`src/rtl/seg_sequence_ctrl_if.sv`:
```
// ============================================================================
//  Module   : seg_sequence_ctrl_if
//  Brief    : Control/status bundle between a sequencer client and
//             seg_sequence_ctrl (run/step/bounds in, symbol and strobes out).
//  Revision : 1.0 - initial release
// ============================================================================
`default_nettype none

interface seg_sequence_ctrl_if;
    logic       enable;
    logic       clear;
    logic       dir;
    logic       step;
    logic [1:0] period_sel;
    logic [3:0] lo;
    logic [3:0] hi;
    logic [3:0] value;
    logic       update;
    logic       wrap;
    logic [1:0] state;

    modport master (
        output enable, clear, dir, step, period_sel, lo, hi,
        input  value, update, wrap, state
    );

    modport slave (
        input  enable, clear, dir, step, period_sel, lo, hi,
        output value, update, wrap, state
    );
endinterface

`default_nettype wire

```
`src/rtl/seg_sequence_ctrl.sv`:
```
// ============================================================================
//  Module   : seg_sequence_ctrl
//  Brief    : Programmable run/pause/step sequencer producing the 4-bit symbol
//             index for the seven-segment decoder, with update/wrap strobes.
//  Revision : 1.0 - initial release
// ============================================================================
`default_nettype none

module seg_sequence_ctrl #(
    parameter int TICK_DIV = 10_000_000,
    parameter int CNT_W    = 24
) (
    input  wire logic          clk,
    input  wire logic          rst,
    seg_sequence_ctrl_if.slave bus
);

    typedef enum logic [1:0] {
        IDLE  = 2'b00,
        RUN   = 2'b01,
        PAUSE = 2'b10
    } state_t;

    // One extra bit so TICK_DIV == 2**CNT_W is representable.
    localparam logic [CNT_W:0] c_tick_div = (CNT_W+1)'(TICK_DIV);
    localparam logic [CNT_W:0] c_one      = (CNT_W+1)'(1);

    state_t           r_state;
    state_t           w_state_nxt;
    logic [3:0]       r_value;
    logic [3:0]       w_value_nxt;
    logic             r_update;
    logic             w_update_nxt;
    logic             r_wrap;
    logic             w_wrap_nxt;
    logic [CNT_W-1:0] r_presc;
    logic [CNT_W-1:0] w_presc_nxt;
    logic             r_step_q;

    logic [3:0]       w_eff_lo;
    logic [3:0]       w_eff_hi;
    logic [CNT_W:0]   w_shifted;
    logic [CNT_W:0]   w_period;
    logic [CNT_W:0]   w_presc_inc;
    logic             w_tick;
    logic             w_step_edge;
    logic [3:0]       w_adv_value;
    logic             w_adv_wrap;

    assign w_eff_lo    = (bus.lo < bus.hi) ? bus.lo : bus.hi;
    assign w_eff_hi    = (bus.lo < bus.hi) ? bus.hi : bus.lo;
    assign w_shifted   = c_tick_div >> bus.period_sel;
    assign w_period    = (w_shifted == '0) ? c_one : w_shifted;
    assign w_presc_inc = {1'b0, r_presc} + c_one;
    // presc+1 >= period is presc >= period-1 without an underflow case.
    assign w_tick      = (w_presc_inc >= w_period);
    assign w_step_edge = bus.step & ~r_step_q;

    // Out-of-range values wrap before the +/-1, so no 4-bit overflow occurs.
    always_comb begin
        w_adv_value = r_value;
        w_adv_wrap  = 1'b0;
        if (!bus.dir) begin
            if (r_value >= w_eff_hi) begin
                w_adv_value = w_eff_lo;
                w_adv_wrap  = 1'b1;
            end else begin
                w_adv_value = r_value + 4'd1;
            end
        end else begin
            if (r_value <= w_eff_lo) begin
                w_adv_value = w_eff_hi;
                w_adv_wrap  = 1'b1;
            end else begin
                w_adv_value = r_value - 4'd1;
            end
        end
    end

    always_comb begin
        w_state_nxt  = r_state;
        w_value_nxt  = r_value;
        w_update_nxt = 1'b0;
        w_wrap_nxt   = 1'b0;
        w_presc_nxt  = '0;
        if (bus.clear) begin
            w_state_nxt = IDLE;
            w_value_nxt = w_eff_lo;
        end else begin
            case (r_state)
                IDLE: begin
                    if (bus.enable) begin
                        w_state_nxt  = RUN;
                        w_value_nxt  = w_eff_lo;
                        w_update_nxt = 1'b1;
                    end
                end
                RUN: begin
                    if (!bus.enable) begin
                        w_state_nxt = PAUSE;
                    end else if (w_tick) begin
                        w_value_nxt  = w_adv_value;
                        w_wrap_nxt   = w_adv_wrap;
                        w_update_nxt = 1'b1;
                    end else begin
                        w_presc_nxt = w_presc_inc[CNT_W-1:0];
                    end
                end
                PAUSE: begin
                    // Resuming wins over a simultaneous step edge.
                    if (bus.enable) begin
                        w_state_nxt = RUN;
                    end else if (w_step_edge) begin
                        w_value_nxt  = w_adv_value;
                        w_wrap_nxt   = w_adv_wrap;
                        w_update_nxt = 1'b1;
                    end
                end
                default: begin
                    w_state_nxt = IDLE;
                end
            endcase
        end
    end

    always_ff @(posedge clk or posedge rst) begin
        if (rst) begin
            r_state  <= IDLE;
            r_value  <= 4'd0;
            r_update <= 1'b0;
            r_wrap   <= 1'b0;
            r_presc  <= '0;
            r_step_q <= 1'b0;
        end else begin
            r_state  <= w_state_nxt;
            r_value  <= w_value_nxt;
            r_update <= w_update_nxt;
            r_wrap   <= w_wrap_nxt;
            r_presc  <= w_presc_nxt;
            r_step_q <= bus.step;
        end
    end

    assign bus.value  = r_value;
    assign bus.update = r_update;
    assign bus.wrap   = r_wrap;
    assign bus.state  = r_state;

endmodule

`default_nettype wire

```
`src/flat_wrapper.sv`:
```
// flat-port wrapper written by rule: the top's interface ports become plain ports
module seg_sequence_ctrl_flat 
#(
    parameter int TICK_DIV = 10_000_000,
    parameter int CNT_W    = 24
)
  (clk, rst, bus_enable, bus_clear, bus_dir, bus_step, bus_period_sel, bus_lo, bus_hi, bus_value, bus_update, bus_wrap, bus_state);
  seg_sequence_ctrl_if bus_i ();
  input  wire logic clk;
  input  wire logic rst;
  input wire logic [$bits(bus_i.enable)-1:0] bus_enable;
  input wire logic [$bits(bus_i.clear)-1:0] bus_clear;
  input wire logic [$bits(bus_i.dir)-1:0] bus_dir;
  input wire logic [$bits(bus_i.step)-1:0] bus_step;
  input wire logic [$bits(bus_i.period_sel)-1:0] bus_period_sel;
  input wire logic [$bits(bus_i.lo)-1:0] bus_lo;
  input wire logic [$bits(bus_i.hi)-1:0] bus_hi;
  output wire logic [$bits(bus_i.value)-1:0] bus_value;
  output wire logic [$bits(bus_i.update)-1:0] bus_update;
  output wire logic [$bits(bus_i.wrap)-1:0] bus_wrap;
  output wire logic [$bits(bus_i.state)-1:0] bus_state;
  assign bus_i.enable = bus_enable;
  assign bus_i.clear = bus_clear;
  assign bus_i.dir = bus_dir;
  assign bus_i.step = bus_step;
  assign bus_i.period_sel = bus_period_sel;
  assign bus_i.lo = bus_lo;
  assign bus_i.hi = bus_hi;
  assign bus_value = bus_i.value;
  assign bus_update = bus_i.update;
  assign bus_wrap = bus_i.wrap;
  assign bus_state = bus_i.state;
  seg_sequence_ctrl #(.TICK_DIV(TICK_DIV), .CNT_W(CNT_W)) u_core (.clk(clk), .rst(rst), .bus(bus_i));
endmodule
```
`config.mk`:
```
export PLATFORM = sky130hd
export DESIGN_NAME = seg_sequence_ctrl_flat
export DESIGN_NICKNAME = d
export VERILOG_FILES = /design/src/rtl/seg_sequence_ctrl_if.sv /design/src/rtl/seg_sequence_ctrl.sv /design/src/flat_wrapper.sv
export SDC_FILE = /design/constraint.sdc
export NUM_CORES = 1
export LEC_CHECK = 0
export ABC_AREA = 0
export BUFFER_PORTS_ARGS = -buffer_cell sky130_fd_sc_hd__buf_4
export CORE_MARGIN = 2
export CORE_UTILIZATION = 35
export CTS_BUF_LIST = sky130_fd_sc_hd__clkbuf_4
export DETAILED_ROUTE_END_ITERATION = 8
export PLACE_DENSITY_LB_ADDON = 0.15
export SETUP_SLACK_MARGIN = 0.15
export SKIP_LAST_GASP = 1
export SYNTH_ARGS = -nofsm -noshare
export SYNTH_HDL_FRONTEND = slang
export SYNTH_SLANG_ARGS = --single-unit
```
`constraint.sdc`:
```
create_clock -name clk -period 4.81 [get_ports clk]
set_input_delay 0.481 -clock clk [delete_from_list [all_inputs] [get_ports clk]]
set_output_delay 0.481 -clock clk [all_outputs]
set_load 0.05 [all_outputs]
```
==> run metrics <==
crit path buf inv count 0; min cycle time layout 4.17 ns; final slew viol count 0; CP max-delay cell o41ai_2; clock sinks 33; crit end category flip-flop; RSZ-0062 raised after global routing no; data arrival time of the critical path around 4.4 ns; total CTS buffers 5; pre-CTS setup slack 0.613 ns; most common cell after layout, fill and taps aside ha_1; startpoint type of the worst setup path flip-flop; setup slack after layout roughly 0.64 ns; I/O pins 24; Die W 96.0 um; share of layout cells above drive strength 1 between 10% and 20%; sequential cell area fraction in the yosys report 27.9%; sequential cell area ~830 um2; Synth Register Bits 33; Gate Count Post-Synth roughly 320; via count ~2300; Residual DRC 0; Reg2Reg Depth 13; Ant. Diodes 0; Main synth FF type dfrtp_1; fin crit share 86.7%; CP top delay family simple AND/OR/NAND/NOR gates; final instance area 0.00327 mm2; Cell Area, Placed 0.00322 mm2; Crit path depth 13; Post-synth EDFFs 0; # Post-CTS Setup Buffers 0; Syn. warnings 0; highest cell delay on the worst timing path 0.58 ns; buffer depth of the longest clock path 2; Max Cap Violations 0; Rows 33; largest net degree at the start of global routing 34; leakage power around 1.5 nW; clk_skew 0.00746 ns; Die Y-Extent 96.0 um; I/O Buffers 23; GRT Total Usage 14.7%; routability cong. ~0.86; initial antenna violation count 0; Fmax 240 MHz; CTS clk-pin slew, worst paths 0.10 ns; Area Growth Syn to Fin 10.4%; multi-input logic area between 0.0015 and 0.002 mm2; Syn Area/Cell 9.17 um2; Post-CTS Resized 0; Die ar. 0.00921 mm2; Nets 411; Worst VDD drop 0.126 mV; first-pass GRT wire length ~11000 um; grt total ovfl 0; Post-Layout Cell Count 454; Cells after DPL 446; Req. time, crit path 5.01 ns; library cells used by synthesis 47; post-route ant nets 0; status finished clean; TritonCTS clock tree done; total power 701 uW; CTS Root Cell clkbuf_4; mapped cell area between 0.002 and 0.003 mm2; routed len/inst ~13 um; DP HPWL slightly below 5000 um; Rel. slew slack 56.1%; CP startpoint u_core.r_presc[5]; asr flop ratio synth 100%; vias in the first global route 2364; worst-margin pin slew 0.659 ns; drt via density 5.09; 1st-iter DRT viols 59; Final Hold Fails 0; number of setup violations in the final report 0; Fill cells 840; Fin Setup TNS 0 ns; hold buffer count at cts 0; total wire length 6020 um; Worst-Skew Late Latency 0.32 ns; Core Region 0.00822 mm2; Setup CP Type flip-flop to flip-flop; Initial Util 36.0%; commonest non-fill, non-tap cells in the layout ha_1, inv_1, dfrtp_1; CP Cell Sequence and4_1 -> nand3_1 -> nor3_2 -> nor3b_2 -> xor2_1 -> ha_1 -> nand4_1 -> nor3_1 -> o311a_1 -> a211oi_2 -> o41ai_2 -> or3_4 -> nor2b_1; Post-Syn Nets between 300 and 400; Power Dens Cells 214 mW/mm2; crit path max fanout 24; HP Class input pin to async pin; worst r2r src u_core.r_presc[5]; DR pass1 iterations 4; H-tree levels 2
==> state kept, by name, indices dropped and copies added (netlist names) <==
register / cells
u_core.bus.state: 2
u_core.r_presc: 24
u_core.r_step_q: 1
u_core.bus.value: 4
u_core.bus.update: 1
u_core.bus.wrap: 1
==> metrics by stage <==
step / hold WS (ns) / util, %
3_5_place_dp: 0.564 / 39.2
5_1_grt: 0.229 / 39.8
6_report: 0.246 / 39.8
4_1_cts: 0.241 / 39.8
3_3_place_gp: 0.528 / 39.2
2_1_floorplan: 0.500 / -
==> cells by family (layout without fill, tap and decap cells) <==
kind of cell	Yosys count	count (layout)	synth area share, %
xor gates and xnor gates	25	25	7.40
buffers and inverters	40	66	6.09
DFF	33	33	27.9
AOI/OAI and AO/OA	53	53	12.4
adders and majority gates	47	47	19.9
muxes	9	9	3.13
and+or+nand+nor	116	116	23.2
==> layer usage <==
metal	up-vias	global-route usage, %	part of all wire [%]
met1	1089	18.7	48
met3	6	2.98	3.3
met2	30	25.7	48
met5	-	0	0
li1	1184	-	-
met4	0	3.33	0.83
==> cell usage after synthesis, types with 2 or more instances <==
cell type	n	share of area [%]
ha_1	47	20
inv_1	34	4.3
dfrtp_1	33	28
nand3_1	19	3.2
xnor2_1	19	5.6
a21oi_1	17	2.9
nand2_1	17	2.2
nor2_1	16	2.0
nor2b_2	16	4.7
nor3_1	11	1.9
mux2i_1	7	2.4
nand2b_1	7	1.5
nor2b_1	6	1.3
o21ai_0	6	1.0
xor2_1	6	1.8
a31oi_1	5	1.1
and3_1	5	1.1
nand4_1	5	1.1
buf_6	4	1.5
o22ai_1	4	0.85
a21o_1	3	0.76
o221ai_1	3	0.89
or3_1	3	0.63
a2bb2oi_1	2	0.59
and2_1	2	0.42
and4_1	2	0.59
clkbuf_1	2	0.25
mux2_2	2	0.76
o211ai_1	2	0.51
==> cell type report <==
class	instances	share of cell area (%)
multi-input cells	250	59.8
flip-flops and latches	33	25.3
repair buffers	24	5.51
well taps	105	4.02
inverters	34	3.90
clock buffers	5	1.15
clock inverters	3	0.383
==> path summary, 6_finish.rpt <==
| kind | slack [ns] | endpoint |
|---|---|---|
| min in group clk | 0.27 | u_core.r_step_q |
| max in group asynchronous | 4.25 | u_core.bus.value[1] |
| min reg2reg | 0.58 | u_core.r_presc[0] |
| max | 0.64 | u_core.r_presc[23] |
| min | 0.25 | u_core.r_step_q |
| max reg2reg | 0.64 | u_core.r_presc[23] |
==> power breakdown <==
group	switching [mW]	total (mW)	internal (mW)
sequential	0.0216	0.309	0.288
combinational	0.152	0.249	0.0970
clock	0.0899	0.143	0.0528
total	0.264	0.701	0.438
==> tightest hold or removal path, cell delays in order <==
cell and delay, ns:
buf_4 0.10, inv_1 0.04, buf_4 0.38
Power figures use the tool's default switching activity.
